File: config.mk
export PLATFORM = sky130hd
export DESIGN_NAME = muldiv_ctrl
export DESIGN_NICKNAME = d
export VERILOG_FILES = /design/src/rtl/muldiv_pkg.sv /design/src/rtl/muldiv_core.sv /design/src/rtl/muldiv_ctrl.sv
export SDC_FILE = /design/constraint.sdc
export NUM_CORES = 1
export LEC_CHECK = 0
export ABC_AREA = 0
export CORE_MARGIN = 8
export CORE_UTILIZATION = 50
export DETAILED_ROUTE_END_ITERATION = 12
export PLACE_DENSITY_LB_ADDON = 0.08
export SYNTH_ARGS = -nofsm -noshare
export SYNTH_HDL_FRONTEND = slang
export SYNTH_SLANG_ARGS = --single-unit
export TNS_END_PERCENT = 5
File: constraint.sdc
create_clock -name clock -period 16.8 [get_ports clock]
set_clock_uncertainty 0.05 [all_clocks]
set_input_delay 1.68 -clock clock [delete_from_list [all_inputs] [get_ports clock]]
set_output_delay 1.68 -clock clock [all_outputs]
set_load 0.005 [all_outputs]
File: src/rtl/muldiv_pkg.sv
// Shared definitions for the execute-stage multiply/divide sequencer:
// FSM state encoding, ALU opcodes shared with decode, and default widths.
package muldiv_pkg;

    localparam int WIDTH_DEF = 32;
    localparam int CNT_W_DEF = 6;

    localparam logic [5:0] OP_MULT = 6'b000010;
    localparam logic [5:0] OP_DIV  = 6'b000011;
    localparam logic [5:0] OP_MFHI = 6'b000100;
    localparam logic [5:0] OP_MFLO = 6'b000101;

    typedef enum logic [1:0] {
        IDLE = 2'd0,
        RUN  = 2'd1,
        FIX  = 2'd2
    } state_t;

    // True for the opcodes that start a multi-cycle operation.
    function automatic logic is_muldiv(input logic [5:0] op);
        return (op == OP_MULT) || (op == OP_DIV);
    endfunction

    // True for every opcode that must wait while an operation is in flight.
    function automatic logic needs_hilo(input logic [5:0] op);
        return is_muldiv(op) || (op == OP_MFHI) || (op == OP_MFLO);
    endfunction

endpackage

File: src/rtl/muldiv_core.sv
// One iteration of the unsigned multiply / divide datapath.
// The accumulator layout is shared by both operations:
//   multiply: {partial product high, multiplier bits not yet consumed}
//   divide:   {partial remainder, dividend bits not yet consumed / quotient}
// opnd_i is the multiplicand or the divisor magnitude.
module muldiv_core
    import muldiv_pkg::*;
#(
    parameter int WIDTH = WIDTH_DEF
) (
    input  logic               is_div_i,
    input  logic [2*WIDTH-1:0] acc_i,
    input  logic [WIDTH-1:0]   opnd_i,
    output logic [2*WIDTH-1:0] acc_o
);

    logic [WIDTH:0]     mul_sum;
    logic [2*WIDTH-1:0] mul_acc;
    logic [WIDTH:0]     rem_sh;
    logic [WIDTH-1:0]   rem_sub;
    logic               borrow;
    logic [2*WIDTH-1:0] div_acc;

    // Shift-add: add the multiplicand when the current multiplier bit is set,
    // then shift the whole product right, keeping the carry.
    always_comb begin
        mul_sum = {1'b0, acc_i[2*WIDTH-1:WIDTH]}
                + (acc_i[0] ? {1'b0, opnd_i} : {(WIDTH+1){1'b0}});
        mul_acc = {mul_sum, acc_i[WIDTH-1:1]};
    end

    // Restoring divide: bring down the next dividend bit, trial-subtract the
    // divisor, keep the difference only when it did not go negative. A zero
    // divisor never borrows, so the quotient fills with ones and the
    // remainder ends up holding the dividend magnitude.
    always_comb begin
        rem_sh  = {acc_i[2*WIDTH-1:WIDTH], acc_i[WIDTH-1]};
        borrow  = rem_sh < {1'b0, opnd_i};
        rem_sub = rem_sh[WIDTH-1:0] - opnd_i;
        div_acc = {(borrow ? rem_sh[WIDTH-1:0] : rem_sub), acc_i[WIDTH-2:0], ~borrow};
    end

    assign acc_o = is_div_i ? div_acc : mul_acc;

endmodule

File: src/rtl/muldiv_ctrl.sv
// Multi-cycle MULT/MULTU/DIV/DIVU sequencer owning HI/LO.
// Operands are reduced to magnitudes at accept, iterated one bit per cycle
// in muldiv_core, and the signs are applied in FIX.
// Build option MULDIV_FAST_MUL_EN: multiply uses a single-cycle array
// multiplier and skips RUN; divide is unaffected.
module muldiv_ctrl
    import muldiv_pkg::*;
#(
    parameter int WIDTH = WIDTH_DEF,
    parameter int CNT_W = CNT_W_DEF
) (
    input  logic             clock,
    input  logic             reset,
    input  logic             issue,
    input  logic [5:0]       aluop,
    input  logic             uns,
    input  logic [WIDTH-1:0] op_a,
    input  logic [WIDTH-1:0] op_b,
    output logic             stall,
    output logic             busy,
    output logic             done,
    output logic [WIDTH-1:0] hi,
    output logic [WIDTH-1:0] lo,
    output logic [WIDTH-1:0] mf_data
);

    localparam logic [CNT_W-1:0] LAST = CNT_W'(WIDTH - 1);

    state_t             state_q, state_d;
    logic [CNT_W-1:0]   counter_q, counter_d;
    logic [2*WIDTH-1:0] acc_q, acc_d;
    logic [WIDTH-1:0]   opnd_q, opnd_d;
    logic               is_div_q, is_div_d;
    logic               neg_res_q, neg_res_d;
    logic               neg_rem_q, neg_rem_d;
    logic               dz_q, dz_d;
    logic [WIDTH-1:0]   hi_q, hi_d;
    logic [WIDTH-1:0]   lo_q, lo_d;
    logic               done_q, done_d;

    logic               a_neg, b_neg, start;
    logic [WIDTH-1:0]   abs_a, abs_b, quot, rem;
    logic [2*WIDTH-1:0] step_acc;

    muldiv_core #(.WIDTH(WIDTH)) u_core (
        .is_div_i (is_div_q),
        .acc_i    (acc_q),
        .opnd_i   (opnd_q),
        .acc_o    (step_acc)
    );

    assign busy  = (state_q != IDLE);
    assign stall = issue && busy && needs_hilo(aluop);
    assign start = issue && is_muldiv(aluop) && !stall;

    assign a_neg = !uns && op_a[WIDTH-1];
    assign b_neg = !uns && op_b[WIDTH-1];
    assign abs_a = a_neg ? -op_a : op_a;
    assign abs_b = b_neg ? -op_b : op_b;

    assign quot = acc_q[WIDTH-1:0];
    assign rem  = acc_q[2*WIDTH-1:WIDTH];

    assign hi      = hi_q;
    assign lo      = lo_q;
    assign done    = done_q;
    assign mf_data = (aluop == OP_MFHI) ? hi_q :
                     (aluop == OP_MFLO) ? lo_q : '0;

    // Next-state, datapath update and HI/LO write-back.
    always_comb begin
        // NOTE: every target gets a default first so no path infers a latch.
        state_d   = state_q;
        counter_d = counter_q;
        acc_d     = acc_q;
        opnd_d    = opnd_q;
        is_div_d  = is_div_q;
        neg_res_d = neg_res_q;
        neg_rem_d = neg_rem_q;
        dz_d      = dz_q;
        hi_d      = hi_q;
        lo_d      = lo_q;
        done_d    = 1'b0;

        unique case (state_q)
            IDLE: begin
                if (start) begin
                    acc_d     = {{WIDTH{1'b0}}, abs_a};
                    opnd_d    = abs_b;
                    is_div_d  = (aluop == OP_DIV);
                    neg_res_d = a_neg ^ b_neg;
                    neg_rem_d = a_neg;
                    dz_d      = (op_b == '0);
                    counter_d = '0;
                    state_d   = RUN;
`ifdef MULDIV_FAST_MUL_EN
                    if (aluop != OP_DIV) begin
                        acc_d   = (2*WIDTH)'(abs_a) * (2*WIDTH)'(abs_b);
                        state_d = FIX;
                    end
`endif
                end
            end
            RUN: begin
                acc_d     = step_acc;
                counter_d = counter_q + 1'b1;
                if (counter_q == LAST) begin
                    state_d = FIX;
                end
            end
            FIX: begin
                if (is_div_q) begin
                    lo_d = dz_q ? '1 : (neg_res_q ? -quot : quot);
                    hi_d = neg_rem_q ? -rem : rem;
                end else begin
                    {hi_d, lo_d} = neg_res_q ? -acc_q : acc_q;
                end
                done_d    = 1'b1;
                counter_d = '0;
                state_d   = IDLE;
            end
            default: state_d = IDLE;
        endcase
    end

    // State and datapath registers; reset abandons any operation in flight.
    always_ff @(posedge clock or posedge reset) begin
        if (reset) begin
            state_q   <= IDLE;
            counter_q <= '0;
            acc_q     <= '0;
            opnd_q    <= '0;
            is_div_q  <= 1'b0;
            neg_res_q <= 1'b0;
            neg_rem_q <= 1'b0;
            dz_q      <= 1'b0;
            hi_q      <= '0;
            lo_q      <= '0;
            done_q    <= 1'b0;
        end else begin
            // NOTE: non-blocking so every register samples pre-edge values.
            state_q   <= state_d;
            counter_q <= counter_d;
            acc_q     <= acc_d;
            opnd_q    <= opnd_d;
            is_div_q  <= is_div_d;
            neg_res_q <= neg_res_d;
            neg_rem_q <= neg_rem_d;
            dz_q      <= dz_d;
            hi_q      <= hi_d;
            lo_q      <= lo_d;
            done_q    <= done_d;
        end
    end

endmodule

# --- Yosys cells after proc, flatten, opt, wreduce, memory -nomap -nowiden ---
# Cells that the tools add are included.
totals:
  in_bits: 74
  regBits: 173
  out_inout_bits: 99
classes:
  order_cmp: 1
  bitwise_logic: 2
  n_addsub: 8
  n_reduce_logical: 20
  mux: 21
  n_eq_ne: 9
op_table:
  columns: ["operator", "count"]
  rows:
  - ["32-bit 2-to-1 mux", 11]
  - ["64-bit 2-to-1 mux", 3]
  - ["32-bit negation", 4]
  - ["64-bit case mux with 2 select lines", 1]
  - ["64-bit negation", 1]
  - ["32-bit by 33-bit adder with 33-bit output", 1]
  - ["33-bit by 32-bit less-than comparator with 1-bit output", 1]
  - ["32-bit logical NOT", 1]
  - ["32-bit subtractor", 1]
  - ["6-bit case mux with 3 select lines", 1]
  - ["6-bit by 2-bit equality test with 1-bit output, second input constant", 2]
  - ["6-bit by 3-bit equality test with 1-bit output, second input constant", 2]
  - ["2-bit AND reduction", 4]
  - ["6-bit by 1-bit adder with 6-bit output, second input constant", 1]
  - ["6-bit by 5-bit equality test with 1-bit output, second input constant", 1]
  - ["1-bit logical AND", 6]
  - ["6-bit 2-to-1 mux", 1]
  - ["2-bit 2-to-1 mux", 2]
  - ["2-bit inequality test, second input constant", 2]
  - ["2-bit case mux with 2 select lines", 1]
  - ["2-bit nonzero test", 2]
  - ["1-bit logical OR", 3]
  - ["3-bit nonzero test", 1]
  - ["2-bit by 1-bit equality test with 1-bit output, second input constant", 1]
  - ["6 further kinds", 7]

# --- Logic depth before layout (Yosys ltp) ---
logic_depth:
  depth_word: 9
  mapped_depth: 15
  ltp_nobuf: 14

# --- By module ---
# A second synthesis with hierarchy kept.
unflattened:
  hier_cells: 1951
  area_unflattened_um2: 15262.1
modules_own_cells:
  columns: ["mod", "seq_area_each_um2", "area_per_inst_um2", "cells_each", "n_inst"]
  rows:
  - ["muldiv_ctrl", 4329.2, 10477.5, 1272, 1]
  - ["muldiv_core", 0.0, 4784.6, 679, 1]

# --- Worst setup path before layout ---
# OpenSTA, ideal clock, no wires.
synth_path:
  path_type: "in2out"
  startpoint: "in aluop[0]"
  endpoint: "out mf_data[10]"
  path_buffers: 2
  t_arrival_ns: 2.672
  required_time_ns: 15.070
  path_stages: 4
  path_slack_ns: 12.398
  path_cell_list: "clkbuf_1 clkbuf_1 mux2i_1 nor2_1"
synth_between:
  elab_chain_len: 3
  elab_cells_between_ends: 4
  cone_classes: "2 x eq/ne; 2 x mux"
synth_lines:
  columns: ["item", "line", "text"]
  rows:
  - ["from (decl)", "muldiv_ctrl.sv:15", "input logic [5:0] aluop,"]
  - ["6-bit by 3-bit equality test with 1-bit output", "muldiv_ctrl.sv:68", "(aluop == OP_MFLO) ? lo_q : '0;"]
  - ["32-bit 2-to-1 mux", "muldiv_ctrl.sv:68", null]
  - ["32-bit 2-to-1 mux *", "muldiv_ctrl.sv:67", "assign mf_data = (aluop == OP_MFHI) ? hi_q :"]
  - ["to (decl)", "muldiv_ctrl.sv:24", "output logic [WIDTH-1:0] mf_data"]
# Mark *: on every way between the ends. The rest lies on a longest branch, timed or not.

# --- Worst setup path after layout ---
layout_path:
  startpoint: "in aluop[5]"
  endpoint: "out mf_data[9]"
# Same word-level chain as after synthesis.

==> impl_metrics.sql <==
INSERT INTO impl_metrics (metric_group, metric, value, unit) VALUES
('logic_synthesis', 'postSynthNetCount', '1868', ''),
('finish', 'area.growth.synth_to_final', '18.68', '%'),
('critical_path', 'worst-path-max-fanout', '32', ''),
('logic_synthesis', 'synth_enable_flop_cells', '0', ''),
('logic_synthesis', 'yosys_warnings', '0', ''),
('cts', 'post_cts.repair.setup_buffers', '0', ''),
('detailed_routing', 'drt-vias-per-instance', '5.832', ''),
('critical_path', 'critical_path_start_end_classification', 'input pin to output pin', ''),
('grt', 'grt_pass1_vias', '12533', ''),
('grt', 'global_routing_usage_on_met2', '0.3927', ''),
('detailed_routing', 'initialDrtViolationCount', '982', ''),
('status', 'run_status', 'complete, no violations', ''),
('cts', 'numCtsBuffers', '17', ''),
('sta', 'timing_max_transition_violations_final', '0', ''),
('cts', 'tritoncts', 'done', ''),
('detailed_routing', 'drt.antenna.violating_nets', '0', ''),
('finish', 'diodes', '0', ''),
('power_and_ir_drop', 'power.ir.vdd_worst', '0.00009089', 'V'),
('sta', 'setup_viol_count_final', '0', ''),
('power_and_ir_drop', 'seqPwrFrac', '0.303', ''),
('detailed_routing', 'vias', '12999', ''),
('finish', 'layout-drive-gt1-share', '0.04106', ''),
('sta', 'rsz_0062_raised_after_global_routing', 'false', ''),
('die', 'fp.dieArea', '33250', 'um2'),
('die', 'std_cell_rows', '61', ''),
('grt', 'grt_max_degree', '99', ''),
('critical_path', 'endpoint', 'mf_data[9]', ''),
('cts', 'postCtsHoldBufs', '0', ''),
('logic_synthesis', 'synth_largest_area_cell', 'sky130_fd_sc_hd__dfrtp_1', ''),
('grt', 'track_usage', '0.2546', ''),
('die', 'pin_count', '173', ''),
('critical_path', 'critical_path_origin', 'aluop[5]', ''),
('logic_synthesis', 'syn_avg_cell_area', '8.030', 'um2'),
('power_and_ir_drop', 'net-switching-power', '0.9764', 'mW'),
('power_and_ir_drop', 'clkPwrFrac', '0.188', ''),
('cts', 'ctsLongestPathBuffers', '2', ''),
('critical_path', 'depth_of_the_most_critical_reg_to_reg_path', '10', ''),
('logic_synthesis', 'synthCells', '1723', ''),
('cts', 'clock-root-buffer', 'sky130_fd_sc_hd__clkbuf_16', ''),
('cts', 'worst_setup_hold_path_clk_slew', '0.06', 'ns'),
('critical_path', 'start_kind', 'input pin', ''),
('grt', 'global_route.usage.met1', '0.3651', ''),
('critical_path', 'rrSetupSlack', '12.80', 'ns'),
('logic_synthesis', 'synth_seq_area_share', '0.3129', ''),
('critical_path', 'crit-reg2reg-launch', 'acc_q[16]', ''),
('finish', 'final_cell_area', '16420', 'um2'),
('logic_synthesis', 'post_synth_num_cell_types', '74', ''),
('detailed_routing', 'total_detailed_routing_wirelength', '42300', 'um'),
('cts', 'cts_num_sinks', '173', ''),
('place', 'hpwlAfterDp', '32180', 'um'),
('sta', 'timing.fmax', '195.0', 'MHz'),
('place', 'gp_congestion', '0.9137', ''),
('grt', 'wire_length_of_the_first_global_routing_pass', '68430', 'um'),
('grt', 'gr-max-usage-layer', 'met2', ''),
('job', 'max-cap-violations', '0', ''),
('power_and_ir_drop', 'static-leakage-power', '6.759', 'nW'),
('critical_path', 'worst_setup_ep_type', 'output pin', ''),
('critical_path', 'regToRegEndpoint', 'hi[18]', ''),
('cts', 'worstSkewPairLatency', '0.45', 'ns'),
('finish', 'nNetsFinal', '1984', ''),
('logic_synthesis', 'yosys-top-cells-area', 'sky130_fd_sc_hd__dfrtp_1 (31%), sky130_fd_sc_hd__o21ai_0 (6.5%), sky130_fd_sc_hd__ha_1 (6.2%)', ''),
('hold_path', 'timing.hold.worst.class', 'flip-flop to flip-flop', ''),
('sta', 'setup_tns_final', '0', 'ns'),
('power_and_ir_drop', 'power.combinational.fraction', '0.509', ''),
('sta', 'hold_violations', '0', ''),
('logic_synthesis', 'synth.ff_latch_count', '173', ''),
('sta', 'slew_headroom', '0.2819', ''),
('die', 'floorplan.initialDensity', '0.5022', ''),
('die', 'floorplan.die.height', '182.3', 'um'),
('power_and_ir_drop', 'cellPowerDensity', '131.8', 'nW/um2'),
('logic_synthesis', 'netlist.area_leader.share', '0.3129', '');
-- how the worst min path moves through the flow --
stage          slack, ns            to    startpoint  cells past startpoint
2_1_floorplan       0.39          dz_q          dz_q                      2
3_3_place_gp        0.41    opnd_q[14]    opnd_q[14]                      2
6_report            0.43    opnd_q[24]    opnd_q[24]                      2
4_1_cts             0.44    state_q[1]  counter_q[5]                      1
3_5_place_dp        0.42    opnd_q[24]    opnd_q[24]                      2
5_1_grt             0.47  counter_q[0]  counter_q[0]                      1
-- registers in the layout, summed over array words and instances (netlist names) --
register   count
acc_q         64
counter_q      6
done           1
dz_q           1
hi            32
is_div_q       1
lo            32
neg_rem_q      1
neg_res_q      1
opnd_q        32
state_q        2
-- synth_stat cells, drive strengths merged, types with 6 or more instances --
master and n:
a211oi 29, a21o 24, a21oi 150, a22oi 16
a31oi 21, and2 7, and3 9, buf 10
clkbuf 84, dfrtp 173, ha 69, inv 66
mux2i 67, nand2 171, nand2b 17, nand3 14
nand4 11, nor2 196, nor2b 15, nor3 26
nor3b 10, nor4 15, o211a 6, o211ai 10
o21a 9, o21ai 185, o21bai 6, o31ai 27
o41ai 13, or3 17, or4 14, xnor2 96
xor2 78
-- cell families (layout without fill, tap and decap cells) --
| group | after synthesis | in the layout | synth area share |
|---|---|---|---|
| buf+inv | 160 | 288 | 0.04458 |
| flops | 173 | 173 | 0.3129 |
| simple gates | 538 | 538 | 0.1790 |
| xor+xnor | 174 | 174 | 0.1101 |
| fa+ha+maj | 71 | 71 | 0.06529 |
| compound gates | 538 | 538 | 0.2380 |
| mux | 69 | 69 | 0.05010 |
-- power by group through the flow --
stage          Clock [mW]  Sequential, mW  Combinational, mW
4_1_cts             0.412           0.650               1.09
3_5_place_dp            0           0.658               1.09
3_3_place_gp            0           0.656               1.07
6_report            0.408           0.655               1.10
2_1_floorplan           0           0.585              0.860
5_1_grt             0.428           0.668               1.23
-- through the flow --
| stage | cells | total power, mW | hold slack [ns] | utilization | worst slack [ns] |
|---|---|---|---|---|---|
| floorplan | 1723 | 1.444 | 0.3890 | - | 10.38 |
| global placement | 2198 | 1.729 | 0.4145 | 0.5748 | 11.73 |
| detailed placement | 2198 | 1.745 | 0.4216 | 0.5748 | 11.67 |
| CTS | 2229 | 2.154 | 0.4360 | 0.5960 | 11.66 |
| global route | 2229 | 2.323 | 0.4661 | 0.5960 | 11.56 |
| finish | 2229 | 2.164 | 0.4317 | 0.5960 | 11.67 |
-- cells in the final DEF (no fill, tap or decap), types with 16 or more instances in the layout --
cell type	count
sky130_fd_sc_hd__nand2b_1	16
sky130_fd_sc_hd__nor2_1	195
sky130_fd_sc_hd__mux2i_1	67
sky130_fd_sc_hd__xnor2_1	96
sky130_fd_sc_hd__buf_4	19
sky130_fd_sc_hd__xor2_1	78
sky130_fd_sc_hd__inv_1	65
sky130_fd_sc_hd__o31ai_1	25
sky130_fd_sc_hd__dfrtp_1	172
sky130_fd_sc_hd__a211oi_1	29
sky130_fd_sc_hd__a31oi_1	21
sky130_fd_sc_hd__o21ai_0	181
sky130_fd_sc_hd__ha_1	69
sky130_fd_sc_hd__a22oi_1	16
sky130_fd_sc_hd__nor3_1	26
sky130_fd_sc_hd__a21o_1	24
sky130_fd_sc_hd__clkdlybuf4s50_1	171
sky130_fd_sc_hd__clkbuf_16	17
sky130_fd_sc_hd__nand2_1	169
sky130_fd_sc_hd__a21oi_1	149
-- critical path: stages --
cell and delay (ns):
sky130_fd_sc_hd__clkdlybuf4s50_1 0.40, sky130_fd_sc_hd__nor3_1 0.24, sky130_fd_sc_hd__nand3b_1 0.13, sky130_fd_sc_hd__buf_4 0.26, sky130_fd_sc_hd__nor2_1 0.16, sky130_fd_sc_hd__clkdlybuf4s50_1 0.51
-- area by class of cell --
| type | count | area, um2 |
|---|---|---|
| clock buffers | 18 | 429.2 |
| clock inverters | 13 | 155.1 |
| fillers | 2558 | 11130 |
| inverters | 66 | 252.7 |
| multi-input cells | 1390 | 8921 |
| flip-flops and latches | 173 | 4330 |
| well taps | 378 | 473.0 |
| repair buffers | 191 | 1859 |
-- layer usage --
metal  part of all wire  vias up
met2               0.44      419
met3              0.062       46
met1               0.48     6161
met4              0.017        0
met5                  0        -
li1                   -     6373
(Power assumes the default switching activity.)
